==> src/rtl/ifetch_unit.sv <==
// Instruction fetch: PC sequencing (BOOT/RUN/HALT), next-PC select, sync-ROM addressing, retire counter.
// Latency: imemAddr is combinational toward a 1-cycle ROM; stall holds pc/inst with no redirect.
module ifetch_unit #(
   parameter logic [31:0] RESET_PC = 32'h0000_0000,
   parameter int          ADDR_W   = 14
) (
   input  logic              clk_i,
   input  logic              rst_ni,
   input  logic              stall_i,
   input  logic              branch_i,
   input  logic              zero_i,
   input  logic              jal_i,
   input  logic              jalr_i,
   input  logic [31:0]       imm32_i,
   input  logic [31:0]       rs1Data_i,
   input  logic              halt_i,
   input  logic              resume_i,
   output logic [ADDR_W-1:0] imemAddr_o,
   input  logic [31:0]       imemData_i,
   output logic [31:0]       inst_o,
   output logic [31:0]       pc_o,
   output logic [31:0]       pcPlus4_o,
   output logic              instValid_o,
   output logic              halted_o,
   output logic              misaligned_o,
   output logic [31:0]       retired_o
);

   localparam logic [31:0] NOP = 32'h0000_0013;

   typedef enum logic [1:0] {
      BOOT = 2'd0,
      RUN  = 2'd1,
      HALT = 2'd2
   } state_t;

   state_t      state_q;
   logic [31:0] pc_q;
   logic [31:0] retired_q;
   logic        misaligned_q;

   logic [31:0] pc_d;
   logic        tgt_mis;
   logic        advance;

   // jalr > jal > taken branch > sequential
   always_comb begin
      pc_d = pc_q + 32'd4;
      if (jalr_i) begin
         pc_d = (rs1Data_i + imm32_i) & ~32'h1;
      end else if (jal_i || (branch_i && zero_i)) begin
         pc_d = pc_q + imm32_i;
      end
   end

   assign tgt_mis = pc_d[1];
   assign advance = (state_q == RUN) && !stall_i && !tgt_mis;

   // Present the next PC early so the ROM output lines up with pc_q after the edge.
   assign imemAddr_o = advance ? pc_d[ADDR_W+1:2] : pc_q[ADDR_W+1:2];

   always_ff @(posedge clk_i) begin
      if (!rst_ni) begin
         state_q      <= BOOT;
         pc_q         <= RESET_PC;
         retired_q    <= 32'd0;
         misaligned_q <= 1'b0;
      end else begin
         case (state_q)
            BOOT: state_q <= RUN;
            RUN: begin
               if (!stall_i) begin
                  if (tgt_mis) begin
                     misaligned_q <= 1'b1;
                     state_q      <= HALT;
                  end else begin
                     pc_q      <= pc_d;
                     retired_q <= retired_q + 32'd1;
                     if (halt_i) state_q <= HALT;
                  end
               end
            end
            HALT: if (resume_i) state_q <= RUN;
            default: state_q <= BOOT;
         endcase
      end
   end

   assign inst_o       = (state_q == RUN) ? imemData_i : NOP;
   assign pc_o         = pc_q;
   assign pcPlus4_o    = pc_q + 32'd4;
   assign instValid_o  = (state_q == RUN);
   assign halted_o     = (state_q == HALT);
   assign misaligned_o = misaligned_q;
   assign retired_o    = retired_q;

endmodule

==> config.mk <==
export PLATFORM = sky130hd
export DESIGN_NAME = ifetch_unit
export DESIGN_NICKNAME = d
export VERILOG_FILES = /design/src/rtl/ifetch_unit.sv
export SDC_FILE = /design/constraint.sdc
export NUM_CORES = 1
export LEC_CHECK = 0
export ABC_AREA = 1
export CELL_PAD_IN_SITES_DETAIL_PLACEMENT = 1
export CELL_PAD_IN_SITES_GLOBAL_PLACEMENT = 2
export CORE_AREA = 3 3 192 194
export DETAILED_ROUTE_END_ITERATION = 7
export DIE_AREA = 0 0 195 197
export PLACE_DENSITY = 0.95
export SLEW_MARGIN = 25
export SYNTH_ARGS = -nofsm -noshare
export SYNTH_HDL_FRONTEND = slang
export SYNTH_SLANG_ARGS = --single-unit
==> constraint.sdc <==
create_clock -name clk_i -period 6.7 [get_ports clk_i]
set_clock_uncertainty 0.2 [all_clocks]
set_input_delay 0.67 -clock clk_i [delete_from_list [all_inputs] [get_ports clk_i]]
set_output_delay 0.67 -clock clk_i [all_outputs]
set_load 0.02 [all_outputs]
# Word-level counts from Yosys, hierarchy flattened
# Cells that the tools add are included.
dict set report word_totals {
  ff_bits 66
  in_bits 105
  out_inout_bits 145
  word_cells 34
}
dict set report classes {
  addsub 4
  eq_ne 5
  mux 9
  bitwise_logic 2
  n_reduce_logical 10
}
# cell n
set op_table {}
lappend op_table {{two-way mux 32 bit} 3}
lappend op_table {{adder 32 bit} 2}
lappend op_table {{adder 32 x 1 -> 32 bit (second input constant)} 1}
lappend op_table {{adder 32 x 3 -> 32 bit (second input constant)} 1}
lappend op_table {{two-way mux 14 bit} 1}
lappend op_table {{AND reduction 3 bit} 3}
lappend op_table {{two-way mux 2 bit} 4}
lappend op_table {{case mux 2 bit (3 select lines)} 1}
lappend op_table {{!= test 2 bit (second input constant)} 2}
lappend op_table {{logical AND 1 bit} 3}
lappend op_table {{!= test 3 x 2 -> 1 bit (second input constant)} 1}
lappend op_table {{equality test 2 x 1 -> 1 bit (second input constant)} 1}
lappend op_table {{equality test 2 bit (second input constant)} 1}
lappend op_table {{logical NOT 1 bit} 2}
lappend op_table {{logical NOT 2 bit} 1}
lappend op_table {{inverter 1 bit} 2}
lappend op_table {{logical OR 1 bit} 1}

# Depth between registers and ports, before layout
# Gate-level depths: netlist (run 1).
dict set report logic_depth {
  word_depth 7
  ltp_mapped 16
  mapped_depth_nobuf 16
}

# Worst setup path after synthesis (run 1)
# No wires, ideal clock.
dict set report synth_timing {
  path_type {input to output}
  startpoint {input port imm32_i[3]}
  endpoint {output port imemAddr_o[8]}
  t_arrival_ps 2189
  t_required_ps 5830
  slack_ps 3641
  stages 11
  path_buffers 0
  path_cell_list {ha_1 -> or2_2 -> nand3b_1 -> nand2_1 -> nand2_1 -> nand2_1 -> or2_2 -> nand3_1 -> nand3_1 -> nand3_1 -> nand2_1}
}
dict set report synth_via {
  elab_chain_len 4
  elab_cells_between_ends 5
  classes_between {add/sub: 2; mux: 3}
}
# element line_no
set synth_lines {}
lappend synth_lines {{from (decl)} 14} ;# input logic [31:0] imm32_i,
lappend synth_lines {{adder 32 bit} 52} ;# pc_d = pc_q + imm32_i;
lappend synth_lines {{two-way mux 32 bit} 51} ;# end else if (jal_i || (branch_i && zero_i)) begin
lappend synth_lines {{two-way mux 32 bit *} 49} ;# if (jalr_i) begin
lappend synth_lines {{two-way mux 14 bit *} 60} ;# assign imemAddr_o = advance ? pc_d[ADDR_W+1:2] : pc_q[ADDR_W+1:2];
lappend synth_lines {{to (decl)} 18} ;# output logic [ADDR_W-1:0] imemAddr_o,
# Every way passes the cells marked *; elsewhere a longest branch is shown, timed or not.

# Worst setup path after layout (run 1)
dict set report layout_timing {
  startpoint {input port zero_i}
  endpoint {output port imemAddr_o[0]}
}
dict set report layout_via {
  elab_chain_len 7
}
# element line_no
set layout_lines {}
lappend layout_lines {{from (decl)} 11} ;# input logic zero_i,
lappend layout_lines {{logical AND 1 bit *} 51}
lappend layout_lines {{logical OR 1 bit *} 51}
lappend layout_lines {{two-way mux 32 bit *} 51}
lappend layout_lines {{two-way mux 32 bit *} 49}
lappend layout_lines {{logical NOT 1 bit} 57} ;# assign advance = (state_q == RUN) && !stall_i && !tgt_mis;
lappend layout_lines {{logical AND 1 bit} 57}
lappend layout_lines {{two-way mux 14 bit *} 60}
# Marks and branches as above.

==> parameters.txt, run 1 <==
Parameter                              Value

Status
  Status    complete, no violations

Finish
  # diodes    0
  Leading cell types in the layout, fill and taps excluded    545 x nand2_1, 278 x inv_1, 247 x clkdlybuf4s50_1
  Post-Layout Cell Count    2385
  Total non-filler cell area in the finished layout    0.01242 mm^2
  Fillers    4771
  Most common cell after layout, fill and taps aside    nand2_1
  Fin util    35.08%
  Post-layout nets    2088
  Growth of design area from synthesis to finish    35.59%
  Share of final-layout standard cells stronger than drive strength 1    3.638%

Clock tree
  Post-CTS Resized    0
  H-tree depth    3
  Postcts setup bufs    0
  TritonCTS clock tree    built
  Clock root cell    clkbuf_16
  Clk pin slew, worst setup/hold paths    0.06 ns
  Total clock buffers created by CTS    9
  Sink Count    66
  Cts hold-fix bufs    0
  Clock Path Buffers    2
  Clock Latency Late Sink    0.35 ns

Die
  DIE HEIGHT    197 um
  Die width    195 um
  Die ar.    0.03842 mm^2
  Initial standard-cell utilization of the core    25.87%
  Top-level I/O count    250
  Number of placement rows    69
  Core region area    0.03540 mm^2

Yosys
  Yosys warning count    0
  Synthesized flop and latch total    66
  Count of flip-flops with a built-in enable after synthesis    0
  FFs w/ async S/R, synth    0%
  Post-Synthesis Cell Area    0.009159 mm^2
  Sequential-to-total area share from yosys stat    14.43%
  Average footprint of a synthesized cell    5.416 um^2
  Number of standard cells after synthesis    1691
  Number of unique standard cell types used by synthesis    43
  Most frequently used flop master after synthesis    dfxtp_1

Detailed routing
  Antenna-violating nets left    0
  TritonRoute pass-1 iters    5
  WL final    45660 um
  Via count    11870
  Average detailed-routed wire length per instance    19.14 um
  Final routed DRC violation total    0
  DRC marker count from the first detailed-route iteration    645
  Via-per-instance ratio    4.977

Setup path
  Endpoint class of the critical path    primary output
  Maximum net fanout on the critical path    35
  Required time at the worst-slack endpoint    5.83 ns
  Type of the worst setup path    primary input to primary output
  Arr. time, crit path    4.13 ns
  Sort of element at the start of the critical path    primary input
  Worst reg2reg setup slack    3.67 ns

STA
  Worst hold slack after final layout    0.3011 ns
  Worst Max-Slew Pin Slew    1.009 ns
  Final hold vios    0
  Number of max-slew violations in the final report    0
  Minimum period implied by the final worst setup slack    4.995 ns
  Unrepaired setup endpoints after global routing    false
  Setup tns final    0 ns
  Maximum frequency from static timing analysis    0.2002 GHz
  Final setup vio count    0
  Slew HR    32.34%
  Crit share post-route    74.56%

GRT
  Number of global-route vias before repair    12070
  Total congestion overflow after global routing    0
  Largest net degree at the start of global routing    54
  Antenna violations before repair    0
  Total Routing Usage GR    23.00%
  First-pass GRT wire length    69870 um

Placement
  Post-detailed-placement half-perimeter wirelength    38720 um
  Post-placement cell area    0.01209 mm^2
  Count of placed standard cells including taps    2369
  Count of buffers from port buffering    247
  Placer's final routability congestion estimate    0.9540

Job
  Count of max-cap constraint violations    0

Pwr
  Largest vdd supply drop    0.1186 mV
  Power density over the cells    141.9 mW/mm^2
  Leakage power of the design    0.005894 uW

Hold path
  Worst min path class    flop to flop
[routing by layer]
layer / up-vias / track usage (%) / share of wire [%]
li1: 5830 / - / -
met1: 5646 / 31.94 / 47
met2: 333 / 37.89 / 46
met3: 60 / 2.444 / 4.7
met4: 0 / 6.654 / 3.0
met5: - / 0 / 0
[cell type report]
| type | count | area [um^2] | area share [%] |
|---|---|---|---|
| clock buffer | 9 | 225.2 | 1.814 |
| clock inverter | 7 | 101.3 | 0.8161 |
| inverter | 288 | 1081 | 8.705 |
| multi-input combinational | 1301 | 6595 | 53.11 |
| sequential | 66 | 1321 | 10.64 |
| tap | 461 | 576.8 | 4.645 |
| timing repair buffer | 253 | 2517 | 20.27 |
[synth_stat cells (4+ instances only)]
| master | count | share of area [%] |
|---|---|---|
| nand2_1 | 545 | 22 |
| inv_1 | 279 | 11 |
| nor2_1 | 161 | 6.6 |
| nand3_1 | 141 | 7.7 |
| a21oi_1 | 123 | 6.7 |
| dfxtp_1 | 66 | 14 |
| ha_1 | 63 | 8.6 |
| o21ai_0 | 51 | 2.8 |
| nor3_1 | 41 | 2.2 |
| xor2_1 | 33 | 3.2 |
| nand4_1 | 27 | 1.8 |
| clkbuf_1 | 23 | 0.94 |
| o21bai_1 | 17 | 1.4 |
| nand3b_1 | 10 | 0.82 |
| xnor2_1 | 10 | 0.96 |
| inv_2 | 9 | 0.37 |
| or2_2 | 9 | 0.61 |
| nor3_2 | 8 | 0.87 |
| nor4_1 | 7 | 0.48 |
| o21ai_1 | 7 | 0.38 |
| buf_2 | 6 | 0.33 |
| nor2_2 | 6 | 0.41 |
| a31oi_1 | 5 | 0.34 |
| and2_1 | 5 | 0.34 |
| buf_1 | 4 | 0.16 |
[report_power, final]
| part | internal, uW | switching [uW] |
|---|---|---|
| Sequential | 407 | 37.1 |
| Combinational | 297 | 485 |
| Clock | 329 | 206 |
| Total | 1030 | 729 |
[worst paths after layout]
path,start,to,cells past startpoint
max,zero_i,imemAddr_o[0],8
min,retired_o[10]$_SDFFE_PN0P_,retired_o[10]$_SDFFE_PN0P_,2
max reg2reg,pc_o[0]$_SDFFE_PN0P_,retired_o[12]$_SDFFE_PN0P_,11
min reg2reg,retired_o[10]$_SDFFE_PN0P_,retired_o[10]$_SDFFE_PN0P_,2
[kinds of logic after synthesis]
| family | count (synthesis) | share of synthesized area, % |
|---|---|---|
| other | 1 | 0.04094 |
| flip-flops | 66 | 14.43 |
| AO/OA/AOI/OAI | 215 | 12.65 |
| buffers and inverters | 325 | 13.61 |
| XOR/XNOR | 44 | 4.290 |
| adder cells (fa/ha/maj) | 64 | 8.825 |
| AND/OR/NAND/NOR | 976 | 46.16 |
[sequential cells by signal (all words and copies together) (netlist names)]
| signal | count |
|---|---|
| pc_o | 31 |
| misaligned_o | 1 |
| retired_o | 32 |
| state_q | 2 |
[worst max-delay path, stage by stage]
cell             delay, ns
clkdlybuf4s50_1       0.46
a21o_1                0.10
buf_4                 0.37
clkinv_1              0.92
o311ai_0              0.64
o211ai_1              0.21
nand2_1               0.11
clkdlybuf4s50_1       0.60
[through the flow]
step                total power (uW)  setup WS [ns]
floorplan                      883.9          3.641
global placement                1217          1.934
detailed placement              1227          1.897
CTS                             1768          1.897
global route                    1866          1.466
finish                          1762          1.705
No activity file was read; power rests on OpenSTA's default activity.
==> inputs of run 2 (changes only) <==
--- a/config.mk
+++ b/config.mk
@@ -8,10 +8,10 @@
 export ABC_AREA = 1
 export CELL_PAD_IN_SITES_DETAIL_PLACEMENT = 1
 export CELL_PAD_IN_SITES_GLOBAL_PLACEMENT = 2
-export CORE_AREA = 3 3 192 194
+export CORE_AREA = 3 3 209 211
 export DETAILED_ROUTE_END_ITERATION = 7
-export DIE_AREA = 0 0 195 197
-export PLACE_DENSITY = 0.95
+export DIE_AREA = 0 0 212 214
+export PLACE_DENSITY = 0.88
 export SLEW_MARGIN = 25
 export SYNTH_ARGS = -nofsm -noshare
 export SYNTH_HDL_FRONTEND = slang
==> constraint.sdc (replaced) <==
create_clock -name clk_i -period 4.2 [get_ports clk_i]
set_clock_uncertainty 0.2 [all_clocks]
set_input_delay 0.42 -clock clk_i [delete_from_list [all_inputs] [get_ports clk_i]]
set_output_delay 0.42 -clock clk_i [all_outputs]
set_load 0.02 [all_outputs]
==> run 2 against run 1 <==
Effect of this change:
- clock-buffer cell count is the same
- non-clock buffer count grew 14
- combinational power up 61%
- worst setup slack got worse by 1.6 ns
- clock power increased by 42%
- die area increased by 18%
==> parameters.txt, run 2 (synthesis gave the netlist of run 1 again) <==
Parameter                              Value

Placement
  Placer's final routability congestion estimate    0.9079 (-4.8%)
  Post-detailed-placement half-perimeter wirelength    39600 um (+2.3%)
  Post-placement worst setup slack    0.08195 ns (-1.815 ns)
  Count of buffers from port buffering    247 (unchanged)

GRT
  Number of global-route vias before repair    11940 (-1.1%)
  First-pass GRT wire length    70900 um (+1.5%)
  Largest net degree at the start of global routing    48 (-11%)
  Total Routing Usage GR    19.92% (-3.1 points)
  Antenna violations before repair    0 (unchanged)
  Total congestion overflow after global routing    0 (unchanged)

STA
  Final hold vios    0 (unchanged)
  Setup tns final    0 ns (unchanged)
  Maximum frequency from static timing analysis    0.2469 GHz
  Unrepaired setup endpoints after global routing    false
  Worst Setup Slack, final    0.1503 ns (-1.554 ns)
  Slew HR    59.21% (+27 points)
  Worst Max-Slew Pin Slew    0.6118 ns (-0.3968 ns)
  Worst hold slack after final layout    0.2875 ns (-0.01363 ns)
  Final setup vio count    0 (unchanged)
  Minimum period implied by the final worst setup slack    4.050 ns
  Number of max-slew violations in the final report    0 (unchanged)
  Crit share post-route    96.42%

Setup path
  Type of the worst setup path    primary input to primary output
  Maximum net fanout on the critical path    4 (-89%)
  Cell-by-cell listing of the critical path    clkdlybuf4s50_1 -> inv_1 -> fa_1 -> o21ai_2 -> nand2_1 -> nand2_1 -> nand2_1 -> nand2_1 -> nor2_1 -> o21ai_1 -> nand3_1 -> nand2_1 -> clkdlybuf4s50_1
  R2R Path Start    pc_o[0]$_SDFFE_PN0P_
  Endpoint class of the critical path    primary output
  Highest cell delay on the worst timing path    0.61 ns (-0.31 ns)
  Buffers and inverters on the worst path    3 (-1)
  Arr. time, crit path    3.43 ns (-0.70 ns)
  Most used cell along the critical path    nand2_1
  Critical-path cell with the highest stage delay    clkdlybuf4s50_1
  Source of the critical timing path    imm32_i[1]
  Cell class contributing the biggest share of worst-path delay    buffers and inverters
  Sort of element at the start of the critical path    primary input
  Required time at the worst-slack endpoint    3.58 ns (-2.25 ns)

Die
  Initial standard-cell utilization of the core    21.83% (-4.0 points)
  DIE HEIGHT    214 um (+8.6%)
  Core region area    0.04195 mm^2 (+19%)
  Top-level I/O count    250 (unchanged)
  Number of placement rows    75 (+8.7%)
  Die ar.    0.04537 mm^2 (+18%)
  Die width    212 um (+8.7%)

Clock tree
  H-tree depth    3 (unchanged)
  TritonCTS clock tree    built
  Cts hold-fix bufs    0 (unchanged)
  Total clock buffers created by CTS    9 (unchanged)
  Clock Latency Late Sink    0.35 ns (about the same)
  Sink Count    66 (unchanged)
  Clock Path Buffers    2 (unchanged)
  Clk pin slew, worst setup/hold paths    0.06 ns (about the same)
  Clock root cell    clkbuf_16

Detailed routing
  Antenna-violating nets left    0 (unchanged)
  Via-per-instance ratio    4.724 (-5.1%)
  Via count    11700 (-1.4%)
  TritonRoute pass-1 iters    5 (unchanged)
  DRC marker count from the first detailed-route iteration    788 (+22%)
  WL final    46460 um (+1.8%)
  Final routed DRC violation total    0 (unchanged)
  Average detailed-routed wire length per instance    18.76 um (-2.0%)

Finish
  Multi-input gate area in the final layout    0.006599 mm^2 (about the same)
  Leading cell types in the layout, fill and taps excluded    545 x nand2_1, 279 x inv_1, 247 x clkdlybuf4s50_1
  Fillers    5467 (+15%)
  # diodes    0 (unchanged)
  Most common cell after layout, fill and taps aside    nand2_1
  Share of final-layout standard cells stronger than drive strength 1    4.386% (+0.75 points)
  Flip-flop count of the largest register after layout    32 (unchanged)
  Growth of design area from synthesis to finish    37.39%
  Post-layout nets    2102 (+0.67%)
  Area occupied by registers    0.001321 mm^2 (unchanged)

Hold path
  Hold path start    misaligned_o$_SDFFE_PN0P_
  Worst min path class    flop to flop

Pwr
  Combinational fraction of design power    46.4% (+2.0 points)
  Net Sw Power    1178 uW (+62%)
  Switching Share    43.24% (+1.9 points)
  Relative contribution of sequential cells to total power    25.7% (+0.5 points)
  Total Power    2724 uW (+55%)
  Power density over the cells    216.5 mW/mm^2 (+53%)
  Leakage power of the design    0.005947 uW (+0.90%)
  Cell-internal power    1546 uW (+50%)
  Part of the power in the clock network    27.9% (-2.5 points)
  Largest vdd supply drop    0.1851 mV (+56%)

Status
  Status    complete, no violations

Job
  Count of max-cap constraint violations    0 (unchanged)
[run 2: routing by layer]
| metal | wire, um | vias up | part of all wire (%) | GRT usage (%) |
|---|---|---|---|---|
| li1 | - | 5858 | - | - |
| met1 | 22280 | 5529 | 48 | 27.81 |
| met2 | 21080 | 261 | 45 | 32.59 |
| met3 | 1805 | 53 | 3.9 | 1.992 |
| met4 | 1298 | 0 | 2.8 | 5.425 |
| met5 | 0 | - | 0 | 0 |
[run 2: worst paths after layout]
path	to	slack, ns	cells after the start
worst max-delay path	imemAddr_o[8]	0.15	13
worst min register to register	misaligned_o$_SDFFE_PN0P_	0.29	2
worst max register to register	retired_o[12]$_SDFFE_PN0P_	1.12	12
worst min-delay path	misaligned_o$_SDFFE_PN0P_	0.29	2
[run 2: power by group through the flow]
stage / combinational (uW) / clock, uW / sequential (uW)
after floorplan: 694 / 0 / 716
after global placement: 1240 / 0 / 715
after detailed placement: 1260 / 0 / 715
after CTS: 1270 / 779 / 701
after global routing: 1400 / 799 / 702
final: 1260 / 760 / 700
[run 2: through the flow]
stage | cells | util (%) | area, um^2
finish | 2477 | 30.00 | 12580
global route | 2477 | 30.00 | 12580
CTS | 2477 | 29.99 | 12580
detailed placement | 2461 | 29.31 | 12290
global placement | 2461 | 29.31 | 12290
floorplan | 1692 | - | 9163
[run 2: timing repair]
action,in CTS,in global routing
buffers inserted,0,0
endpoints found under the setup margin,0,3
resized for setup,0,3
[run 2: final cells by class]
cell class | count | share of cell area (%)
Clock buffer | 9 | 1.790
Clock inverter | 7 | 0.4773
Inverter | 288 | 8.591
Multi-Input combinational cell | 1301 | 52.44
Sequential cell | 66 | 10.50
Tap cell | 539 | 5.359
Timing Repair Buffer | 267 | 20.84
[run 2: worst register-to-register path: stages (launching register included)]
cell     delay (ns)
dfxtp_1        0.40
ha_1           0.24
ha_1           0.27
nand3_2        0.09
o21ai_2        0.11
nor2_8         0.11
buf_4          0.38
buf_4          0.37
nand2_2        0.15
nor3_4         0.31
nand2_1        0.12
o21ai_0        0.17
nor2_1         0.06
